## src/rtl/pool_pkg.sv

```systemverilog
`default_nettype none
// ============================================================================
// Module      : pool_pkg
// Description : Shared types and pairwise combine helper for 2x2 pooling.
// Revision    : 1.0  initial release
// ============================================================================
package pool_pkg;

  typedef enum logic {
    POOL_MAX = 1'b0,
    POOL_AVG = 1'b1
  } pool_mode_e;

  // Wide enough for any practical pixel width plus two guard bits.
  localparam int c_CALC_W = 32;

  function automatic int pair_sum_width(input int w);
    return w + 1;
  endfunction

  function automatic int quad_sum_width(input int w);
    return w + 2;
  endfunction

  function automatic logic signed [c_CALC_W-1:0] pair_combine(
    input pool_mode_e                  mode,
    input logic signed [c_CALC_W-1:0]  a,
    input logic signed [c_CALC_W-1:0]  b
  );
    if (mode == POOL_MAX) return (a > b) ? a : b;
    return a + b;
  endfunction

endpackage
`default_nettype wire

```

## src/rtl/pool_line_buffer.sv

```systemverilog
`default_nettype none
// ============================================================================
// Module      : pool_line_buffer
// Description : Register array holding horizontal pair results of even rows.
// Revision    : 1.0  initial release
// ============================================================================
module pool_line_buffer #(
  parameter int DEPTH = 10,
  parameter int WIDTH = 13,
  parameter int AW    = (DEPTH > 1) ? $clog2(DEPTH) : 1
) (
  input  logic             clk,
  input  logic             i_wr_en,
  input  logic [AW-1:0]    i_wr_addr,
  input  logic [WIDTH-1:0] i_wr_data,
  input  logic [AW-1:0]    i_rd_addr,
  output logic [WIDTH-1:0] o_rd_data
);

  // Padded to a power of two so every address value is in range.
  logic [WIDTH-1:0] r_mem [2**AW];

  always_ff @(posedge clk) begin
    if (i_wr_en) r_mem[i_wr_addr] <= i_wr_data;
  end

  assign o_rd_data = r_mem[i_rd_addr];

endmodule
`default_nettype wire

```

## src/rtl/pool2x2_stream.sv

```systemverilog
`default_nettype none
// ============================================================================
// Module      : pool2x2_stream
// Description : Streaming non-overlapping 2x2 max / floor-average pooling.
// Revision    : 1.0  initial release
// ============================================================================
module pool2x2_stream
  import pool_pkg::*;
#(
  parameter int         PIXEL_BIT_WIDTH = 12,
  parameter int         IN_ROWS         = 20,
  parameter int         IN_COLS         = 20,
  parameter pool_mode_e POOL_MODE       = POOL_AVG
) (
  input  logic                       clk,
  input  logic                       reset,
  input  logic [PIXEL_BIT_WIDTH-1:0] pixel_in,
  input  logic                       in_valid,
  output logic                       in_ready,
  output logic [PIXEL_BIT_WIDTH-1:0] pixel_out,
  output logic                       out_valid,
  input  logic                       out_ready
);

  localparam int W  = PIXEL_BIT_WIDTH;
  localparam int PW = pair_sum_width(W);
  localparam int RW = (IN_ROWS > 1) ? $clog2(IN_ROWS) : 1;
  localparam int CW = (IN_COLS > 1) ? $clog2(IN_COLS) : 1;
  localparam int HALF_COLS = IN_COLS / 2;
  localparam int AW = (HALF_COLS > 1) ? $clog2(HALF_COLS) : 1;

  logic [RW-1:0]        r_row;
  logic [CW-1:0]        r_col;
  logic [W-1:0]         r_pair;
  logic [W-1:0]         r_out;
  logic                 r_out_valid;

  logic                 w_xfer_in;
  logic                 w_load;
  logic                 w_line_wr;
  logic [AW-1:0]        w_addr;
  logic [PW-1:0]        w_pair;
  logic [PW-1:0]        w_line;
  logic [W-1:0]         w_result;
  logic signed [c_CALC_W-1:0] w_held_ext;
  logic signed [c_CALC_W-1:0] w_pixel_ext;
  logic signed [c_CALC_W-1:0] w_pair_ext;
  logic signed [c_CALC_W-1:0] w_pair_wide;
  logic signed [c_CALC_W-1:0] w_line_ext;
  logic signed [c_CALC_W-1:0] w_quad_ext;
  logic                 w_unused;

  assign in_ready  = ~r_out_valid | out_ready;
  assign out_valid = r_out_valid;
  assign pixel_out = r_out;

  assign w_xfer_in = in_valid & in_ready;
  assign w_load    = w_xfer_in & r_col[0] & r_row[0];
  assign w_line_wr = w_xfer_in & r_col[0] & ~r_row[0];
  assign w_addr    = AW'(r_col >> 1);

  assign w_held_ext  = {{(c_CALC_W-W){r_pair[W-1]}}, r_pair};
  assign w_pixel_ext = {{(c_CALC_W-W){pixel_in[W-1]}}, pixel_in};
  assign w_pair_ext  = pair_combine(POOL_MODE, w_held_ext, w_pixel_ext);
  assign w_pair      = w_pair_ext[PW-1:0];

  assign w_pair_wide = {{(c_CALC_W-PW){w_pair[PW-1]}}, w_pair};
  assign w_line_ext  = {{(c_CALC_W-PW){w_line[PW-1]}}, w_line};
  assign w_quad_ext  = pair_combine(POOL_MODE, w_pair_wide, w_line_ext);

  // Average: taking bits [W+1:2] of the (W+2)-bit sum is floor(sum/4).
  assign w_result = (POOL_MODE == POOL_MAX) ? w_quad_ext[W-1:0] : w_quad_ext[W+1:2];

  assign w_unused = ^{w_pair_ext, w_quad_ext};

  pool_line_buffer #(
    .DEPTH (HALF_COLS),
    .WIDTH (PW),
    .AW    (AW)
  ) u_line_buffer (
    .clk       (clk),
    .i_wr_en   (w_line_wr),
    .i_wr_addr (w_addr),
    .i_wr_data (w_pair),
    .i_rd_addr (w_addr),
    .o_rd_data (w_line)
  );

  always_ff @(posedge clk or negedge reset) begin
    if (!reset) begin
      r_row       <= '0;
      r_col       <= '0;
      r_pair      <= '0;
      r_out       <= '0;
      r_out_valid <= 1'b0;
    end else begin
      if (w_xfer_in) begin
        if (r_col == CW'(IN_COLS - 1)) begin
          r_col <= '0;
          r_row <= (r_row == RW'(IN_ROWS - 1)) ? '0 : r_row + RW'(1);
        end else begin
          r_col <= r_col + CW'(1);
        end
        if (!r_col[0]) r_pair <= pixel_in;
      end
      // A fresh result wins over the clear from a simultaneous output transfer.
      if (w_load) begin
        r_out       <= w_result;
        r_out_valid <= 1'b1;
      end else if (r_out_valid && out_ready) begin
        r_out_valid <= 1'b0;
      end
    end
  end

endmodule
`default_nettype wire

```

## config.mk

```make
export PLATFORM = sky130hd
export DESIGN_NAME = pool2x2_stream
export DESIGN_NICKNAME = d
export VERILOG_FILES = /design/src/rtl/pool_pkg.sv /design/src/rtl/pool_line_buffer.sv /design/src/rtl/pool2x2_stream.sv
export SDC_FILE = /design/constraint.sdc
export NUM_CORES = 1
export LEC_CHECK = 0
export ABC_CLOCK_PERIOD_IN_PS = 4900
export BUFFER_PORTS_ARGS = -buffer_cell sky130_fd_sc_hd__buf_2
export CAP_MARGIN = 20
export CORE_UTILIZATION = 50
export DETAILED_ROUTE_END_ITERATION = 8
export GPL_ROUTABILITY_DRIVEN = 0
export HOLD_SLACK_MARGIN = 0.1
export PLACE_DENSITY = 0.75
export SETUP_SLACK_MARGIN = 0.1
export SLEW_MARGIN = 20
export SYNTH_ARGS = -nofsm -noshare
export SYNTH_HDL_FRONTEND = slang
export SYNTH_SLANG_ARGS = --single-unit
```

## constraint.sdc

```tcl
create_clock -name clk -period 4.9 [get_ports clk]
set_clock_uncertainty 0.2 [all_clocks]
set_input_delay 0.49 -clock clk [delete_from_list [all_inputs] [get_ports clk]]
set_output_delay 0.49 -clock clk [all_outputs]
set_load 0.1 [all_outputs]
```

==> out/qor.yml <==
logic_synthesis:
  ys_types: 49
  syn_area_um2: 10300
  synth_top_area_share_pct: 60.7
  ys_seq_elements: 243
  synth_edf_count: 208
  syn_avg_cell_area_um2: 18.0
  synth_top_flop_cell: "edfxtp_1"
  yosysWarnings: 0
  synth_top_area_cell: "edfxtp_1"
  ys_seq_area_share_pct: 69.2
  synth_nets: 616
  async_flop_share_pct: 14.4
  synth_area_leaders: "edfxtp_1 61%, mux4_2 13%, dfrtp_1 8.5%, ha_1 3.2%, mux2_1 1.5%"
  synthCells: 573
global_routing:
  grt_start_max_net_pins: 40
  grt_usage_pct: 21.3
  grt_overflow: 0
  antenna_found_initial: 0
  grt_pass1_vias: 5677
  grt_pass1_wl_um: 33600
clock_tree:
  cts_sinks: 243
  cts_root_buf: "clkbuf_16"
  cts.reportedPaths.clkPinSlew_ps: 60
  clk_latency_ps: 520
  cts_setup_buffers: 0
  h-tree-depth: 1
  cts_tree: "done"
  clockBufferDepth: 3
  cts_buffers: 25
worst_setup_path:
  r2r_end: "pixel_out[9]"
  cp_top_family: "compound AO/OA/AOI/OAI gates"
  critPathMaxStageDelay_ps: 520
  cp_num_buf_inv: 3
  crit-reg2reg-launch: "r_col[1]"
  path_cells: "dlygate4sd3_1 > buf_2 > ha_1 > fa_1 > a211oi_1 > o21bai_1 > a21oi_1 > xnor2_1 > buf_4 > ha_1 > a21o_1 > a21oi_1 > nand2_1 > o221ai_2 > o21bai_1 > xnor2_1 > o21ai_1"
  startpoint_type: "primary input"
  slowest_stage: "dlygate4sd3_1"
  cp.required_ps: 5090
  crit_type: "in -> reg"
  worstRegToRegCells: 11
  worstSetupEndpointType: "register"
  r2r_slack_ps: 750
  cp_max_fo: 17
  startpoint: "pixel_in[0]"
  cp.arrival_ps: 4390
  endpoint: "pixel_out[9]"
  timing.critical_path.depth: 17
flow_run:
  cap_violations: 0
drt:
  ant_nets: 0
  drc: 1
  drt-initial-drc-count: 489
  firstDrtPassIters: 7
  post_drt_wl_per_cell_um: 23.3
  vias: 5545
  drt-total-wl_um: 21700
  routed_via_density: 5.96
sta:
  final_hold_viol_count: 0
  maxSlewHeadroom_pct: 27.5
  period_minus_slack_ps: 4210
  tightest_slew_ps: 1080
  clock.fmax_mhz: 238
  setup-tns-final_ps: 0
  timing.final.crit_share_pct: 85.8
  rsz0062_at_grt: "no"
  final_max_slew_viol_count: 0
  setup_violations: 0
cells_and_area:
  final_cell_mix: "208 x edfxtp_1, 60 x mux4_2, 33 x dfrtp_1"
  diodes: 0
  syn2layout_area_growth_pct: 14.7
  multi_input_area_um2: 3100
  stdcell_count: 930
  nNetsFinal: 688
  drive_above_1_share_pct: 25.2
  layout_commonest_cell: "edfxtp_1"
  ff_latch_area_um2: 7130
  filler_cell_count: 1455
floorplan:
  initial_utilization_pct: 50.9
  num_io_pins: 30
  core_um2: 20200
  dieArea_um2: 21200
  die_y_um: 145
  fp.dieW_um: 145
  fp-row-count: 52
place:
  dp_hpwl_um: 13600
  placedCellCount: 874
  numPortBuffers: 29
status:
  violations: "design-rule violations"
  status: "finished, violations left"
power:
  ir_drop_mv: 0.448
  pwr_density_cell_nw_per_um2: 756
  p_leak_uw: 0.00412
hold_path:
  hold_class: "in -> reg"
==> cells by family (layout without fill, tap and decap cells) <==
logic type / Yosys count / after routing / synth area share, %
flops: 243 / 243 / 69.2
xor+xnor: 23 / 23 / 2.10
simple gates: 95 / 95 / 4.25
compound gates: 70 / 70 / 4.29
fa+ha+maj: 27 / 27 / 3.36
buf+inv: 33 / 120 / 1.36
mux: 82 / 82 / 15.4
==> area by class of cell <==
class,count,share of cell area (%)
flip-flops and latches,243,60.4
multi-input cells,297,26.2
clock buffers,28,5.39
repair buffers,67,3.94
well taps,270,2.86
clock inverters,14,0.837
inverters,11,0.350
==> cell usage after synthesis, drive strengths merged, types with 5 or more instances <==
library cell  number
ha                26
nand2b             5
nand2             32
inv               11
o21ai             23
clkbuf            12
xnor2             16
a21oi             19
xor2               6
o21bai             5
edfxtp           208
dfrtp             35
nor3               6
mux2i              8
buf               10
nor2              29
mux2              14
nand3              6
a21o               6
mux4              60
==> repair_timing <==
item | CTS | global route
endpoints found under the hold margin | 49 | 0
resized for setup | 0 | 0
hold buffers | 14 | 0
==> tightest hold or removal path, delay by kind of cell <==
family                 cells  cell delay [ps]
buffers and inverters      1               70
and+or+nand+nor            2              240
==> how the worst min path moves through the flow <==
| stage | from | end | slack (ps) | cells past startpoint |
|---|---|---|---|---|
| 2_1_floorplan | reset | out_valid | -6 | 0 |
| 3_3_place_gp | pixel_out[0] | pixel_out[0] | 270 | 2 |
| 3_5_place_dp | pixel_out[2] | pixel_out[2] | 270 | 2 |
| 4_1_cts | out_ready | out_valid | 110 | 3 |
| 5_1_grt | out_ready | out_valid | 180 | 3 |
| 6_report | out_ready | out_valid | 130 | 3 |
==> per-layer routing <==
layer	up-vias	part of all wire, %	global-route usage (%)
li1	2430	-	-
met1	2870	41	29.3
met2	200	50	35.0
met3	45	5.1	3.29
met4	0	3.3	7.68
met5	-	0	0
==> state kept, by name (all words and copies together) (netlist names) <==
name / flops
r_pair: 12
r_col: 5
pixel_out: 12
out_valid: 1
u_line_buffer.r_mem: 208
r_row: 5
==> where the power goes <==
| group | internal (uW) | leakage (uW) | switching [uW] |
|---|---|---|---|
| logic | 1560 | 0.00145 | 2380 |
| clock network | 982 | 0.000362 | 745 |
| registers | 3020 | 0.00230 | 243 |
| total | 5560 | 0.00412 | 3360 |
==> metrics by stage <==
stage          util, %  setup slack (ps)  hold slack (ps)  power (uW)  instance area, um2
2_1_floorplan        -               603            -5.59        6150               10300
6_report          58.3               694              134        8930               11800
3_5_place_dp      53.9               621              275        7180               10900
5_1_grt           58.3               357              179        9370               11800
3_3_place_gp      53.9               753              273        7040               10900
4_1_cts           58.3               597              108        8930               11800
(Power assumes the default switching activity.)
